File: config.mk
export PLATFORM = sky130hd
export DESIGN_NAME = eeprom_access_seq
export DESIGN_NICKNAME = d
export VERILOG_FILES = /design/src/rtl/eeprom_access_seq.sv
export SDC_FILE = /design/constraint.sdc
export NUM_CORES = 1
export LEC_CHECK = 0
export CORE_MARGIN = 10
export CORE_UTILIZATION = 50
export CTS_CLUSTER_SIZE = 12
export DETAILED_ROUTE_END_ITERATION = 7
export GPL_TIMING_DRIVEN = 0
export HOLD_SLACK_MARGIN = 0.02
export MAX_ROUTING_LAYER = met4
export PLACE_DENSITY = 0.77
export SYNTH_ARGS = -nofsm -noshare
export SYNTH_HDL_FRONTEND = slang
export SYNTH_SLANG_ARGS = --single-unit
File: constraint.sdc
create_clock -name clock -period 2.2 [get_ports clock]
set_input_delay 0.22 -clock clock [delete_from_list [all_inputs] [get_ports clock]]
set_output_delay 0.22 -clock clock [all_outputs]
set_load 0.01 [all_outputs]
File: src/rtl/eeprom_access_seq.sv
`default_nettype none
// ============================================================================
// Module   : eeprom_access_seq
// Brief    : Turns one burst read/write request for a 24AA01-class EEPROM
//            into the byte-level command stream consumed by the I2C master.
// Revision : 1.0 - initial release
// ============================================================================
module eeprom_access_seq #(
   parameter logic [6:0] DEV_ADDR  = 7'b1010000,
   parameter int         LSIZE     = 8,
   parameter int         RETRY_MAX = 8
) (
   input  logic             clock,
   input  logic             rst_n,
   input  logic             req_valid,
   output logic             req_ready,
   input  logic             req_rd,
   input  logic [7:0]       req_addr,
   input  logic [LSIZE-1:0] req_len,
   input  logic [7:0]       wr_data,
   input  logic             wr_valid,
   output logic             wr_ready,
   output logic [7:0]       rd_data,
   output logic             rd_valid,
   output logic             done,
   output logic             err,
   output logic             cmd_valid,
   input  logic             cmd_ready,
   output logic [2:0]       cmd_code,
   output logic [7:0]       cmd_data,
   input  logic             rsp_valid,
   input  logic             rsp_nack,
   input  logic [7:0]       rsp_data
);

   localparam int RETRY_W = $clog2(RETRY_MAX + 1);

   localparam logic [2:0] c_cmd_start = 3'd0;
   localparam logic [2:0] c_cmd_write = 3'd1;
   localparam logic [2:0] c_cmd_rack  = 3'd2;
   localparam logic [2:0] c_cmd_rnack = 3'd3;
   localparam logic [2:0] c_cmd_stop  = 3'd4;

   localparam logic [7:0]         c_dev_wr     = {DEV_ADDR, 1'b0};
   localparam logic [7:0]         c_dev_rd     = {DEV_ADDR, 1'b1};
   localparam logic [RETRY_W-1:0] c_retry_last = RETRY_W'(RETRY_MAX - 1);
   localparam logic [LSIZE-1:0]   c_len_one    = LSIZE'(1);
   localparam logic [LSIZE-1:0]   c_len_two    = LSIZE'(2);

   typedef enum logic [3:0] {
      S_IDLE   = 4'd0,
      S_START  = 4'd1,
      S_DEVW   = 4'd2,
      S_WADDR  = 4'd3,
      S_WDATA  = 4'd4,
      S_RSTART = 4'd5,
      S_DEVR   = 4'd6,
      S_RDATA  = 4'd7,
      S_STOP   = 4'd8,
      S_DONE   = 4'd9
   } state_t;

   state_t             r_state;
   logic               r_rd;
   logic [7:0]         r_addr;
   logic [LSIZE-1:0]   r_len;
   logic [RETRY_W-1:0] r_retry;
   logic               r_busy;   // a command was accepted, its response is pending
   logic               r_fail;
   logic               r_poll;   // STOP belongs to an ACK-polling round, restart after it
   logic               w_rsp;

   assign req_ready = (r_state == S_IDLE);
   assign w_rsp     = r_busy && rsp_valid;

   always_ff @(posedge clock or negedge rst_n) begin
      if (!rst_n) begin
         r_state   <= S_IDLE;
         r_rd      <= 1'b0;
         r_addr    <= '0;
         r_len     <= '0;
         r_retry   <= '0;
         r_busy    <= 1'b0;
         r_fail    <= 1'b0;
         r_poll    <= 1'b0;
         cmd_valid <= 1'b0;
         cmd_code  <= c_cmd_start;
         cmd_data  <= '0;
         wr_ready  <= 1'b0;
         rd_valid  <= 1'b0;
         rd_data   <= '0;
         done      <= 1'b0;
         err       <= 1'b0;
      end else begin
         rd_valid <= 1'b0;
         done     <= 1'b0;
         if (cmd_valid && cmd_ready) begin
            cmd_valid <= 1'b0;
            r_busy    <= 1'b1;
         end
         if (w_rsp) r_busy <= 1'b0;

         case (r_state)
            S_IDLE: begin
               if (req_valid) begin
                  r_rd    <= req_rd;
                  r_addr  <= req_addr;
                  r_len   <= req_len;
                  r_retry <= '0;
                  r_fail  <= 1'b0;
                  r_poll  <= 1'b0;
                  if (req_len == '0) begin
                     err     <= 1'b1;
                     done    <= 1'b1;
                     r_state <= S_DONE;
                  end else begin
                     err       <= 1'b0;
                     r_state   <= S_START;
                     cmd_valid <= 1'b1;
                     cmd_code  <= c_cmd_start;
                     cmd_data  <= '0;
                  end
               end
            end
            S_START: begin
               if (w_rsp) begin
                  r_state   <= S_DEVW;
                  cmd_valid <= 1'b1;
                  cmd_code  <= c_cmd_write;
                  cmd_data  <= c_dev_wr;
               end
            end
            S_DEVW: begin
               if (w_rsp) begin
                  cmd_valid <= 1'b1;
                  if (rsp_nack) begin
                     r_retry  <= r_retry + 1'b1;
                     r_fail   <= (r_retry == c_retry_last);
                     r_poll   <= (r_retry != c_retry_last);
                     r_state  <= S_STOP;
                     cmd_code <= c_cmd_stop;
                     cmd_data <= '0;
                  end else begin
                     r_state  <= S_WADDR;
                     cmd_code <= c_cmd_write;
                     cmd_data <= r_addr;
                  end
               end
            end
            S_WADDR: begin
               if (w_rsp) begin
                  if (rsp_nack) begin
                     r_fail    <= 1'b1;
                     r_state   <= S_STOP;
                     cmd_valid <= 1'b1;
                     cmd_code  <= c_cmd_stop;
                     cmd_data  <= '0;
                  end else if (r_rd) begin
                     r_state   <= S_RSTART;
                     cmd_valid <= 1'b1;
                     cmd_code  <= c_cmd_start;
                     cmd_data  <= '0;
                  end else begin
                     r_state  <= S_WDATA;
                     wr_ready <= 1'b1;
                  end
               end
            end
            S_WDATA: begin
               if (wr_valid && wr_ready) begin
                  wr_ready  <= 1'b0;
                  cmd_valid <= 1'b1;
                  cmd_code  <= c_cmd_write;
                  cmd_data  <= wr_data;
               end
               if (w_rsp) begin
                  if (rsp_nack || r_len == c_len_one) begin
                     r_fail    <= rsp_nack;
                     r_state   <= S_STOP;
                     cmd_valid <= 1'b1;
                     cmd_code  <= c_cmd_stop;
                     cmd_data  <= '0;
                  end else begin
                     wr_ready <= 1'b1;
                  end
                  r_len <= r_len - 1'b1;
               end
            end
            S_RSTART: begin
               if (w_rsp) begin
                  r_state   <= S_DEVR;
                  cmd_valid <= 1'b1;
                  cmd_code  <= c_cmd_write;
                  cmd_data  <= c_dev_rd;
               end
            end
            S_DEVR: begin
               if (w_rsp) begin
                  cmd_valid <= 1'b1;
                  cmd_data  <= '0;
                  if (rsp_nack) begin
                     r_fail   <= 1'b1;
                     r_state  <= S_STOP;
                     cmd_code <= c_cmd_stop;
                  end else begin
                     r_state  <= S_RDATA;
                     cmd_code <= (r_len == c_len_one) ? c_cmd_rnack : c_cmd_rack;
                  end
               end
            end
            S_RDATA: begin
               if (w_rsp) begin
                  rd_data   <= rsp_data;
                  rd_valid  <= 1'b1;
                  r_len     <= r_len - 1'b1;
                  cmd_valid <= 1'b1;
                  cmd_data  <= '0;
                  if (r_len == c_len_one) begin
                     r_state  <= S_STOP;
                     cmd_code <= c_cmd_stop;
                  end else begin
                     cmd_code <= (r_len == c_len_two) ? c_cmd_rnack : c_cmd_rack;
                  end
               end
            end
            S_STOP: begin
               if (w_rsp) begin
                  if (r_poll) begin
                     r_poll    <= 1'b0;
                     r_state   <= S_START;
                     cmd_valid <= 1'b1;
                     cmd_code  <= c_cmd_start;
                     cmd_data  <= '0;
                  end else begin
                     r_state <= S_DONE;
                     done    <= 1'b1;
                     err     <= r_fail;
                  end
               end
            end
            S_DONE: begin
               r_state <= S_IDLE;
            end
            default: begin
               r_state <= S_IDLE;
            end
         endcase
      end
   end

endmodule
`default_nettype wire

; ---- Yosys cells after proc, flatten, opt, wreduce, memory -nomap -nowiden
; Cells that the tools add are included.
[word_totals]
reg_bits = 52
inputBits = 40
output_inout_bits = 25
elab_cells = 190
[op_classes]
n_eq_ne = 35
reduce_logical = 31
n_addsub = 2
muxes = 106
[op_table]
columns = operator, n
row1 = $mux 8, 17
row2 = $mux 4, 19
row3 = $pmux 8 s8, 1
row4 = $mux 3, 17
row5 = $mux 1, 42
row6 = $pmux 4 s9, 1
row7 = $ne 2x2->1 const B, 17
row8 = $reduce_and 11->1, 3
row9 = $pmux 3 s8, 1
row10 = $eq 4x3->1 const B, 5
row11 = $pmux 8 s2, 1
row12 = $reduce_bool 8->1, 2
row13 = $reduce_and 4->1, 3
row14 = $ne 2x1->1 const B, 5
row15 = $reduce_bool 2->1, 5
row16 = $eq 4x2->1 const B, 2
row17 = $eq 8x1->1 const B, 1
row18 = $eq 8x2->1 const B, 1
row19 = $logic_not 8->1, 1
row20 = $pmux 4 s2, 1
row21 = $reduce_and 8->1, 1
row22 = $reduce_or 2->1, 4
row23 = $sub 8x1->8 const B, 1
row24 = $pmux 1 s2, 3
row25 = 17 further kinds, 20

; ---- Logic depth before layout (Yosys ltp)
[logic_depth]
ltp_word = 6
depth_mapped = 8

; ---- Worst setup path after synthesis
; Ideal clock, no wire load.
[synth_timing]
path_kind = reg-to-reg
from = register r_len[2]
to = register cmd_code[0]
stages_incl_launch_ff = 6
arrival_ps = 1763
slack_ps = 316
synth_period_minus_slack_ps = 1884
t_required_ps = 2079
cell_sequence = dfrtp_1 > nor4_4 > a31o_4 > a211oi_4 > or4_1 > a22o_1
[synth_between]
elab_chain_cells = 5
elab_cells_between_ends = 12
classes_between = 2 x eq/ne / 9 x mux / 1 x reduce/logical
[synth_lines]
columns = element, line
row1 = from (decl), 66  ; logic [LSIZE-1:0] r_len;
row2 = from (signal assigned), 108  ; r_len <= req_len;
row3 = from (signal assigned), 186  ; r_len <= r_len - 1'b1;
row4 = from (signal assigned), 215  ; r_len <= r_len - 1'b1;
row5 = $eq 8x2->1 or $eq 8x1->1 (tied branches), n/a
row6 = "$mux 1, or another cell as far along", 222  ; cmd_code <= (r_len == c_len_two) ? c_cmd_rnack : c_cmd_rack;
row7 = "$mux 3, on equally long branches", "218, 177, 201"
row8 = "$mux 3, on equally long branches", "212, 176, 198"
row9 = $pmux 3 s8 (*), 103  ; case (r_state)
row10 = to (signal assigned), 220  ; cmd_code <= c_cmd_stop;
row11 = to (signal assigned), 222
row12 = to (signal assigned), 232  ; cmd_code <= c_cmd_start;
row13 = to (decl), 29  ; output logic [2:0] cmd_code,
; Every way passes the cells marked *; elsewhere a longest branch is shown, timed or not. The select of a mux whose other input is x is not followed.
; A chain may end at the register's enable or synchronous reset.

; ---- Final worst setup path
[layout_timing]
from = register r_state[2]
to = output port req_ready
[layout_between]
elab_chain_cells = 1
[layout_lines]
columns = element, line
row1 = from (decl), 63  ; state_t r_state;
row2 = from (signal assigned), 78  ; r_state <= S_IDLE;
row3 = from (signal assigned), 115  ; r_state <= S_DONE;
row4 = from (signal assigned), 118  ; r_state <= S_START;
row5 = $logic_not 4->1, 73  ; assign req_ready = (r_state == S_IDLE);
row6 = to (decl), 16  ; output logic req_ready,
; No other way between the ends.

==> results.yml <==
status:
  outcome: "finished clean"
route:
  drt_wl_total_um: 8659
  ant_nets: 0
  vias: 2843
  drt_iter0_markers: 271
  drc: 0
  dr.pass1.iters: 4
  viasPerCell: 6.075
  wl_per_cell_um: 18.50
die:
  initial_core_util: 0.5160
  rows: 28
  io_pins: 65
  core-area_sq_mm: 0.005956
  die_width_um: 98.40
  dieArea_sq_mm: 0.009682
  dieHeight_um: 98.40
grt:
  grt_first_pass_wirelength_um: 14300
  grt_pass1_vias: 2836
  overflow: 0
  antenna_found_initial: 0
  grt_usage: 0.1796
  grt_max_degree: 29
placement:
  dp.cells: 459
  pre_cts_ws_ns: -0.2481
  gp_congestion: 0.9150
  postPlaceCellArea_sq_mm: 0.003822
  portBuffers: 64
  dp_hpwl_um: 6483
worst_setup_path:
  crit_family: "buffers and inverters"
  crit_chain: "nor4_4 -> clkdlybuf4s50_1"
  path_class: "reg -> out"
  worstPathArrival_ns: 1.86
  crit_slowest_cell: "clkdlybuf4s50_1"
  slowest_delay_ns: 0.60
  critPathLaunch: "r_state[2]"
  crit_path_max_fanout: 7
  r2r_slack_ns: 0.12
  crit_buf_inv: 1
  r2r-start: "r_state[2]"
  required_ns: 1.98
  startpoint_type: "register"
  endpoint_kind: "output port"
  cp_num_cells: 2
  r2r_end: "err"
  crit_end: "req_ready"
  reg2regPathDepth: 6
cells_and_area:
  fin_nets: 436
  post-route-util: 0.6632
  n_antenna_cell: 0
  final_area_sq_mm: 0.003950
  drive_gt1_frac: 0.1349
  syn2layout_area_growth_pct: 28.54
  fin_cells: 468
worst_hold_path:
  min_from: "req_rd"
  hold_depth: 3
  worstHoldPathType: "in -> reg"
yosys:
  syn_inst: 319
  ys_warn_count: 0
  async_flop_share: 1.000
  yosysMostFrequentCell: "nand2_1"
  synth_edf_count: 0
  syn_area_sq_mm: 0.003073
  synth_cell_types: 68
  yosysTopAreaCell: "dfrtp_1"
  syn_area_per_cell_sq_um: 9.633
  yosys_most_used_dff: "dfrtp_1"
  yosysTopAreaCellShare: 0.4235
  synth_commonest_cells: "56 x nand2_1, 52 x dfrtp_1, 20 x nor2_1, 16 x a21oi_1, 12 x o21ai_0"
  syn_nets: 363
  synthTopCellsByArea: "dfrtp_1 42%, nand2_1 6.8%, mux2_2 2.9%, o2bb2ai_1 2.9%, a22oi_1 2.7%"
  yosysSeqAreaShare: 0.4235
  ys_ff_latch: 52
sta:
  final_hold_viol_count: 0
  max_freq_mhz: 479.9
  max_slew_margin: 0.5079
  setup_ws_ns: 0.1164
  finalSetupViolations: 0
  min_period_over_period: 0.9471
  rsz0062_at_grt: "no"
  hold_ws_ns: 0.4229
  tns_ns: 0
  fin_crit_ns: 2.084
  fin_skew_ns: 0.004545
  tightest_slew_ns: 0.7195
  slew_violations: 0
power:
  vdd_drop_max_mv: 0.6239
  power_density_mw_per_mm2: 1121
  power_mw: 4.428
  p_leak_nw: 1.672
clocking:
  cts_sinks: 52
  cts_root_buf: "clkbuf_8"
  clockBufferDepth: 2
  cts_tree: "yes"
  htree_num_levels: 2
  insertion_delay_ns: 0.32
  cts_buffers: 5
  cts.clk_slew.worst_paths_ns: 0.10
job:
  maxCapViolations: 0
## worst min-delay path: cells and delay by family
family,cells,cell delay [ns]
and+or+nand+nor,2,0.10
buffers and inverters,1,0.40
## report_power, final
group          leakage [nW]  switching [mW]  internal [mW]
clock network        0.0516           0.337          0.258
logic                 0.939            1.27           1.00
registers             0.682           0.298           1.27
## layout by cell type, fill, tap and decap left out, drive strengths merged, types with 5 or more instances in the layout
master / instances
a21oi: 16
a22oi: 11
and3: 5
buf: 10
clkbuf: 16
clkdlybuf4s50: 63
dfrtp: 52
inv: 7
mux2: 9
nand2: 56
nand2b: 5
nand3: 7
nor2: 22
nor3: 5
o21ai: 18
o22ai: 5
o2bb2ai: 10
## cell type report
class | instances | area, sq um
clock inverters | 2 | 13.76
multi-input cells | 243 | 1648
fillers | 509 | 2006
inverters | 6 | 22.52
repair buffers | 66 | 665.6
well taps | 75 | 93.84
clock buffers | 6 | 82.58
flip-flops and latches | 52 | 1303
plain buffers | 18 | 121.4
## worst min path at each step
stage | to
final | r_rd
after global routing | r_addr[5]
after CTS | r_rd
after detailed placement | r_busy
after global placement | r_addr[1]
after floorplan | cmd_code[0]
## cells by family after synthesis
kind of cell,Yosys count,synth area share
simple gates,128,0.2231
buf+inv,24,0.04560
mux,13,0.04601
xor+xnor,2,0.005701
flops,52,0.4235
compound gates,96,0.2398
fa+ha+maj,4,0.01629
## repair_timing
| item | CTS | global route |
|---|---|---|
| hold endpoints to repair | 24 | 0 |
| setup endpoints to repair | 1 | 19 |
| hold buffers | 1 | 0 |
| pin swaps | 0 | 2 |
| buffers inserted | 0 | 0 |
| resized for setup | 1 | 9 |
## layer usage
layer | GRT usage | up-vias | share of wire
met4 | 0.04851 | 0 | 0.012
met2 | 0.2915 | 135 | 0.49
met1 | 0.2198 | 1363 | 0.41
met3 | 0.03946 | 12 | 0.082
met5 | - | - | 0
li1 | - | 1333 | -
## registers in the layout (all words and copies together) (netlist names)
signal / count
rd_data: 8
cmd_data: 8
r_addr: 8
err: 1
cmd_valid: 1
r_retry: 4
r_busy: 1
r_poll: 1
rd_valid: 1
cmd_code: 3
r_rd: 1
r_fail: 1
r_state: 4
done: 1
wr_ready: 1
r_len: 8
Power figures use the tool's default switching activity.
